<file path="src/rtl/p_emap_writeback.sv">
// Write-side packer for the P_Emap vector memory: gathers a valid/ready element
// stream into no_of_units-wide lines and issues one registered line write per flush.
module p_emap_writeback #(
  parameter int element_width = 32,
  parameter int no_of_units   = 8,
  parameter int memory_height = 1000,
  parameter int address_width = $clog2(memory_height) + 1
) (
  input  logic                                 clk,
  input  logic                                 reset,
  input  logic                                 start,
  input  logic [address_width-1:0]             base_address,
  input  logic                                 in_valid,
  input  logic [element_width-1:0]             in_data,
  input  logic                                 in_last,
  output logic                                 in_ready,
  output logic                                 write_enable,
  output logic [address_width-1:0]             write_address,
  output logic [no_of_units*element_width-1:0] write_data,
  output logic                                 busy,
  output logic                                 done,
  output logic                                 overflow
);

  localparam int LANE_W = (no_of_units > 1) ? $clog2(no_of_units) : 1;
  localparam logic [LANE_W-1:0]        LAST_LANE = LANE_W'(no_of_units - 1);
  localparam logic [address_width-1:0] TOP_LINE  = address_width'(memory_height);

  typedef enum logic [1:0] {
    IDLE,
    FILL,
    DONE
  } state_t;

  state_t                                       state;
  logic [LANE_W-1:0]                            lane_cnt;
  logic [address_width-1:0]                     line_addr;
  logic [no_of_units-1:0][element_width-1:0]    line_buf;
  logic [no_of_units*element_width-1:0]         merged_line;
  logic                                         accept;
  logic                                         flush;
  logic                                         addr_ok;

  // in_ready is a registered copy of "state == FILL", so it doubles as the accept gate.
  always_comb begin
    // NOTE: every always_comb output gets a default first so no path can infer a latch.
    merged_line = '0;
    accept      = in_valid && in_ready;
    flush       = accept && ((lane_cnt == LAST_LANE) || in_last);
    addr_ok     = (line_addr <= TOP_LINE);
    // Lane 0 occupies the most significant element slot, matching the gather side.
    for (int r = 0; r < no_of_units; r++) begin
      merged_line[(no_of_units-r)*element_width-1 -: element_width] =
        (LANE_W'(r) == lane_cnt) ? in_data : line_buf[r];
    end
  end

  always_ff @(posedge clk) begin
    if (reset) begin
      // NOTE: the line buffer is reset too, because unfilled lanes of a partial line must read zero.
      state         <= IDLE;
      lane_cnt      <= '0;
      line_addr     <= '0;
      line_buf      <= '0;
      in_ready      <= 1'b0;
      busy          <= 1'b0;
      done          <= 1'b0;
      overflow      <= 1'b0;
      write_enable  <= 1'b0;
      write_address <= '0;
      write_data    <= '0;
    end else begin
      // NOTE: non-blocking assignments throughout, so every branch reads pre-edge state.
      write_enable <= 1'b0;
      done         <= 1'b0;
      case (state)
        IDLE: begin
          if (start) begin
            line_addr <= base_address;
            lane_cnt  <= '0;
            line_buf  <= '0;
            overflow  <= 1'b0;
            in_ready  <= 1'b1;
            busy      <= 1'b1;
            state     <= FILL;
          end
        end
        FILL: begin
          if (accept) begin
            if (flush) begin
              line_buf <= '0;
              lane_cnt <= '0;
              if (addr_ok) begin
                write_enable  <= 1'b1;
                write_address <= line_addr;
                write_data    <= merged_line;
                // Stops one past the top line, so an out-of-range stream never wraps back in range.
                line_addr     <= line_addr + 1'b1;
              end else begin
                overflow <= 1'b1;
              end
            end else begin
              line_buf[lane_cnt] <= in_data;
              lane_cnt           <= lane_cnt + 1'b1;
            end
            if (in_last) begin
              in_ready <= 1'b0;
              busy     <= 1'b0;
              done     <= 1'b1;
              state    <= DONE;
            end
          end
        end
        DONE: begin
          state <= IDLE;
        end
        default: begin
          state <= IDLE;
        end
      endcase
    end
  end

endmodule

</file>
<file path="config.mk">
export PLATFORM = sky130hd
export DESIGN_NAME = p_emap_writeback
export DESIGN_NICKNAME = d
export VERILOG_FILES = /design/src/rtl/p_emap_writeback.sv
export SDC_FILE = /design/constraint.sdc
export NUM_CORES = 1
export LEC_CHECK = 0
export ABC_AREA = 1
export CAP_MARGIN = 20
export CORE_MARGIN = 3
export CORE_UTILIZATION = 35
export CTS_CLUSTER_DIAMETER = 80
export CTS_CLUSTER_SIZE = 30
export DETAILED_ROUTE_END_ITERATION = 10
export SYNTH_ARGS = -nofsm -noshare
export SYNTH_HDL_FRONTEND = slang
export SYNTH_SLANG_ARGS = --single-unit
</file>
<file path="constraint.sdc">
create_clock -name clk -period 5.5 [get_ports clk]
set_input_delay 1.1 -clock clk [delete_from_list [all_inputs] [get_ports clk]]
set_output_delay 1.1 -clock clk [all_outputs]
set_load 0.05 [all_outputs]
</file>
# == Yosys cells after proc, flatten, opt, wreduce, memory -nomap -nowiden ==
# Cells that the tools add are included.
# classes
eq_ne,15
n_addsub,2
div,0
order_cmp,3
bitwise_logic,3
shift,0
n_mul,0
reduce_logical,15
mux,39
# op_table
operator,count
two-way mux 256 bit,3
one-hot mux 256 bit (2 select lines),1
two-way mux 32 bit,9
bitwise mux 256 bit,1
demux 32 bit (select 3 bit),1
two-way mux 11 bit,4
one-hot mux 11 bit (2 select lines),1
equality test 3 bit (first input constant),4
inequality test 2 bit (second input constant),6
adder 11 x 1 -> 11 bit (second input constant),1
<= comparator 11 x 10 -> 1 bit (second input constant),1
AND reduction 5 bit,2
two-way mux 1 bit,9
two-way mux 3 bit,3
AND reduction 4 bit,2
equality test 2 x 3 -> 1 bit (first input constant),2
two-way mux 2 bit,3
one-hot mux 3 bit (2 select lines),1
AND reduction 3 bit,2
less-than comparator 3 x 4 -> 1 bit (second input constant),1
one-hot mux 1 bit (2 select lines),2
one-hot mux 2 bit (2 select lines),1
OR reduction 4 bit,1
adder 3 x 1 -> 3 bit (second input constant),1
other kinds (11),15
# word_totals
romBits,0
latch_bits,0
ram_bits,0
memories,0
input_bits,48
reg_bits,543
word_cells,94

# == Depth between registers and ports, before layout ==
# depth
depth_word,8
ltp_mapped,13
mapped_depth_nobuf,11

# == Least setup slack after synthesis ==
# Ideal clock, no wire load.
# synth_path
path_type,input to register
start,input in_valid
end,register line_buf[151] in the netlist's numbering
arrival_ps,2221
required_ps,5431
path_slack_ps,3210
setup_ps,69
path_stages,9
path_cell_list,nand2_1 inv_1 o21ai_4 nand2_2 buf_6 nor3_4 buf_6 nand2_1 a21oi_2
# synth_between
elab_chain_len,5
# synth_rtl
element,line_no,rtl
from (decl),13,"input logic in_valid,"
logical AND 1 bit (*),48,accept = in_valid && in_ready;
logical AND 1 bit,49,flush = accept && ((lane_cnt == LAST_LANE) || in_last);
two-way mux 256 bit,90,if (flush) begin
two-way mux 256 bit,89,if (accept) begin
one-hot mux 256 bit (2 select lines),76,case (state)
"to (signal, indexed assignment)",103,line_buf[lane_cnt] <= in_data;
to (decl),38,logic [no_of_units-1:0][element_width-1:0] line_buf;
# Mark *: on every way between the ends. The rest lies on a longest branch, timed or not. The select of a mux whose other input is x is not followed.
# A chain may end at the register's enable or synchronous reset.

# == Worst setup path in the final report ==
# layout_path
start,register lane_cnt[1]
end,register write_data[160]
# layout_between
elab_chain_len,4
# layout_rtl
element,line_no,rtl
from (decl),36,logic [LANE_W-1:0] lane_cnt;
from (signal assigned),104,lane_cnt <= lane_cnt + 1'b1;
equality test 3 bit,49,
logical OR 1 bit,49,
logical AND 1 bit,49,
AND reduction 4 bit (no source line),-,
to (signal assigned),96,write_data <= merged_line;
to (decl),19,"output logic [no_of_units*element_width-1:0] write_data,"
# Parallel ways exist; a longest one is shown, timed or not.

==> flow_summary.yaml <==
grt:
  gr-total-overflow: 0
  grt_usage: 0.208
  grt_antenna_before_repair: 1
  grt_pass1_wl_um: 111000
  grt_max_degree: 168
  grt_pass1_vias: 18300
logic_synthesis:
  yosysUniqueCellTypes: 34
  synth_area_leaders: "dfxtp_1 49%, nand2_1 13%, o21ai_0 10%"
  synth_flop_cell: "dfxtp_1"
  seq_area_frac_synth: 0.490
  syn-cell-area_um2: 22200
  yosysWarnings: 0
  ys_ff_latch: 543
  syn_inst: 3053
  synth_area_leader_cell: "dfxtp_1"
  synth_top_area_frac: 0.490
  ys_top_cells_by_count: "782 x nand2_1, 565 x nor2_1, 543 x dfxtp_1, 450 x o21ai_0, 263 x a21oi_1"
  synth_most_common_cell: "nand2_1"
  async_flop_share: 0
  avgSynthCellArea_um2: 7.27
  synth-edff-count: 0
  syn_nets: 3109
die:
  fp.dieW_um: 258
  io-pin-count: 320
  die_area_um2: 66500
  rows: 91
  initial_core_util: 0.357
  die_h_um: 258
  core-area_um2: 62300
route:
  drc: 0
  wire_per_inst_um: 17.8
  vias_per_cell: 4.92
  firstDrtPassIters: 5
  drt_iter0_markers: 1646
  drt_wl_total_um: 72300
  num_vias: 19900
  ant_nets: 0
placed_design:
  placedCellCount: 3998
  port_buffers: 319
  dpl-instance-area_um2: 25700
  gp_congestion: 0.813
  dp_hpwl_um: 46300
setup_path:
  cpPeakStageDelay_ns: 0.55
  worst_setup_path_end_kind: "register"
  reg2reg_depth: 10
  crit_cells: 10
  worstPathMaxFanout: 97
  crit_type: "reg -> reg"
  cp.arrival_ns: 3.88
  cp.buffers_inverters: 3
  critPathLaunchType: "register"
  required_ns: 6.04
  critPathSlowestCell: "inv_8"
  critPathMostFrequentCell: "nor2_1"
  critical_path.top_delay_family: "buffers and inverters"
  crit_chain: "ha_1 -> ha_2 -> buf_4 -> o21ai_4 -> nor2_1 -> nand2_8 -> inv_8 -> buf_12 -> nor2_1 -> nor2_1"
cts:
  cts_tree: "done"
  cts.sinks: 543
  clk_path_buf_depth: 3
  clockRootBuffer: "clkbuf_16"
  clk_latency_ns: 0.63
  cts_resized: 0
  cts-htree-levels: 1
  clk_pin_slew_ns: 0.09
  cts_hold_buffers: 0
  cts-buffers-inserted: 31
  post_cts.repair.setup_buffers: 0
sta:
  tns_ns: 0
  finalHoldViolCount: 0
  fmax_ghz: 0.299
  setup_viol: 0
  fin_crit_ns: 3.34
  skew_ns: 0.0273
  rsz0062_at_grt: "no"
  drv_slew: 0
  min_period_over_period: 0.607
  worstMarginPinSlew_ns: 1.09
  slew_headroom: 0.272
cells_and_area:
  post-route-util: 0.431
  nets: 3251
  final_area_um2: 26800
  antennaDiodeCount: 0
  drive_gt1_frac: 0.0618
  instances_no_fill: 4055
  syn_to_final_growth_pct: 20.9
power_and_ir_drop:
  power_density_nw_per_um2: 286
  leakagePower_uw: 0.00911
  peakVddDrop_mv: 0.245
worst_hold_path:
  hp-class: "reg -> reg"
  whs_path_depth: 2
flow_run:
  cap_violations: 0
status:
  status: "finished clean"
[logic make-up (layout without fill, tap and decap cells)]
| logic type | Yosys count | in the layout | synth area share |
|---|---|---|---|
| AOI/OAI and AO/OA | 741 | 741 | 0.169 |
| muxes | 64 | 64 | 0.0325 |
| DFF | 543 | 543 | 0.490 |
| buffers and inverters | 307 | 472 | 0.0627 |
| and+or+nand+nor | 1390 | 1390 | 0.242 |
| adders and majority gates | 8 | 8 | 0.00451 |
[tightest hold or removal path: stages, from the launching register on]
cell and delay (ns):
dfxtp_1 0.32, nand2_1 0.06, nor2_1 0.04
[layout by cell type, fill, tap and decap left out, types with 3 or more instances in the layout]
cell type        instances
dfxtp_1                543
inv_12                   5
nand2_1                776
inv_6                    4
nand2_2                 13
inv_8                    3
ha_1                     6
nor2_1                 565
inv_2                    5
o21ai_2                  4
nor3_4                   5
clkinv_8                 6
mux2_2                  54
inv_16                   3
a21oi_2                  4
inv_1                   48
clkdlybuf4s50_1        318
nor2_2                   4
buf_4                   36
clkbuf_16               31
mux2_1                  10
a21oi_1                263
o21ai_1                 14
o21ai_0                450
buf_12                   5
nor2_4                   4
nand3_1                 15
nor3_1                   3
[power by group]
group	switching [uW]	total, uW	leakage (uW)	internal (uW)
Clock	1610	2820	0.000549	1210
Sequential	40.7	4020	0.00438	3980
Combinational	633	845	0.00419	211
Total	2280	7680	0.00911	5400
[per-layer routing]
metal,routed length (um),GRT usage
met1,34600,0.300
met2,31900,0.329
met3,4870,0.0395
met4,953,0.0330
met5,0,0
[metrics by stage]
stage / power, uW / hold slack [ns] / setup WS, ns
6_report: 7680 / 0.450 / 2.16
5_1_grt: 7980 / 0.477 / 1.84
4_1_cts: 7750 / 0.453 / 2.12
3_5_place_dp: 4960 / 0.436 / 1.59
3_3_place_gp: 4960 / 0.439 / 1.69
2_1_floorplan: 4640 / 0.435 / 3.21
[area by class of cell]
type                            instances  area [um2]
Clock buffer                           32         790
Clock inverter                         24         348
Fill cell                            6492       35400
Inverter                               56         223
Multi-Input combinational cell       2203        9990
Sequential cell                       543       10900
Tap cell                              837        1050
Timing Repair Buffer                  360        3570
[registers in the layout (all words and copies together) (netlist names)]
name	cells
write_data	256
state	2
overflow	1
write_enable	1
line_buf	256
line_addr	11
done	1
write_address	11
lane_cnt	3
busy	1
[path summary, 6_finish.rpt]
check | start | endpoint | slack (ns)
worst max-delay path | lane_cnt[1] | write_data[160] | 2.16
worst min-delay path | write_address[10] | write_address[10] | 0.45
worst max register to register | lane_cnt[1] | write_data[160] | 2.16
worst min register to register | write_address[10] | write_address[10] | 0.45
No activity file was read; power rests on OpenSTA's default activity.
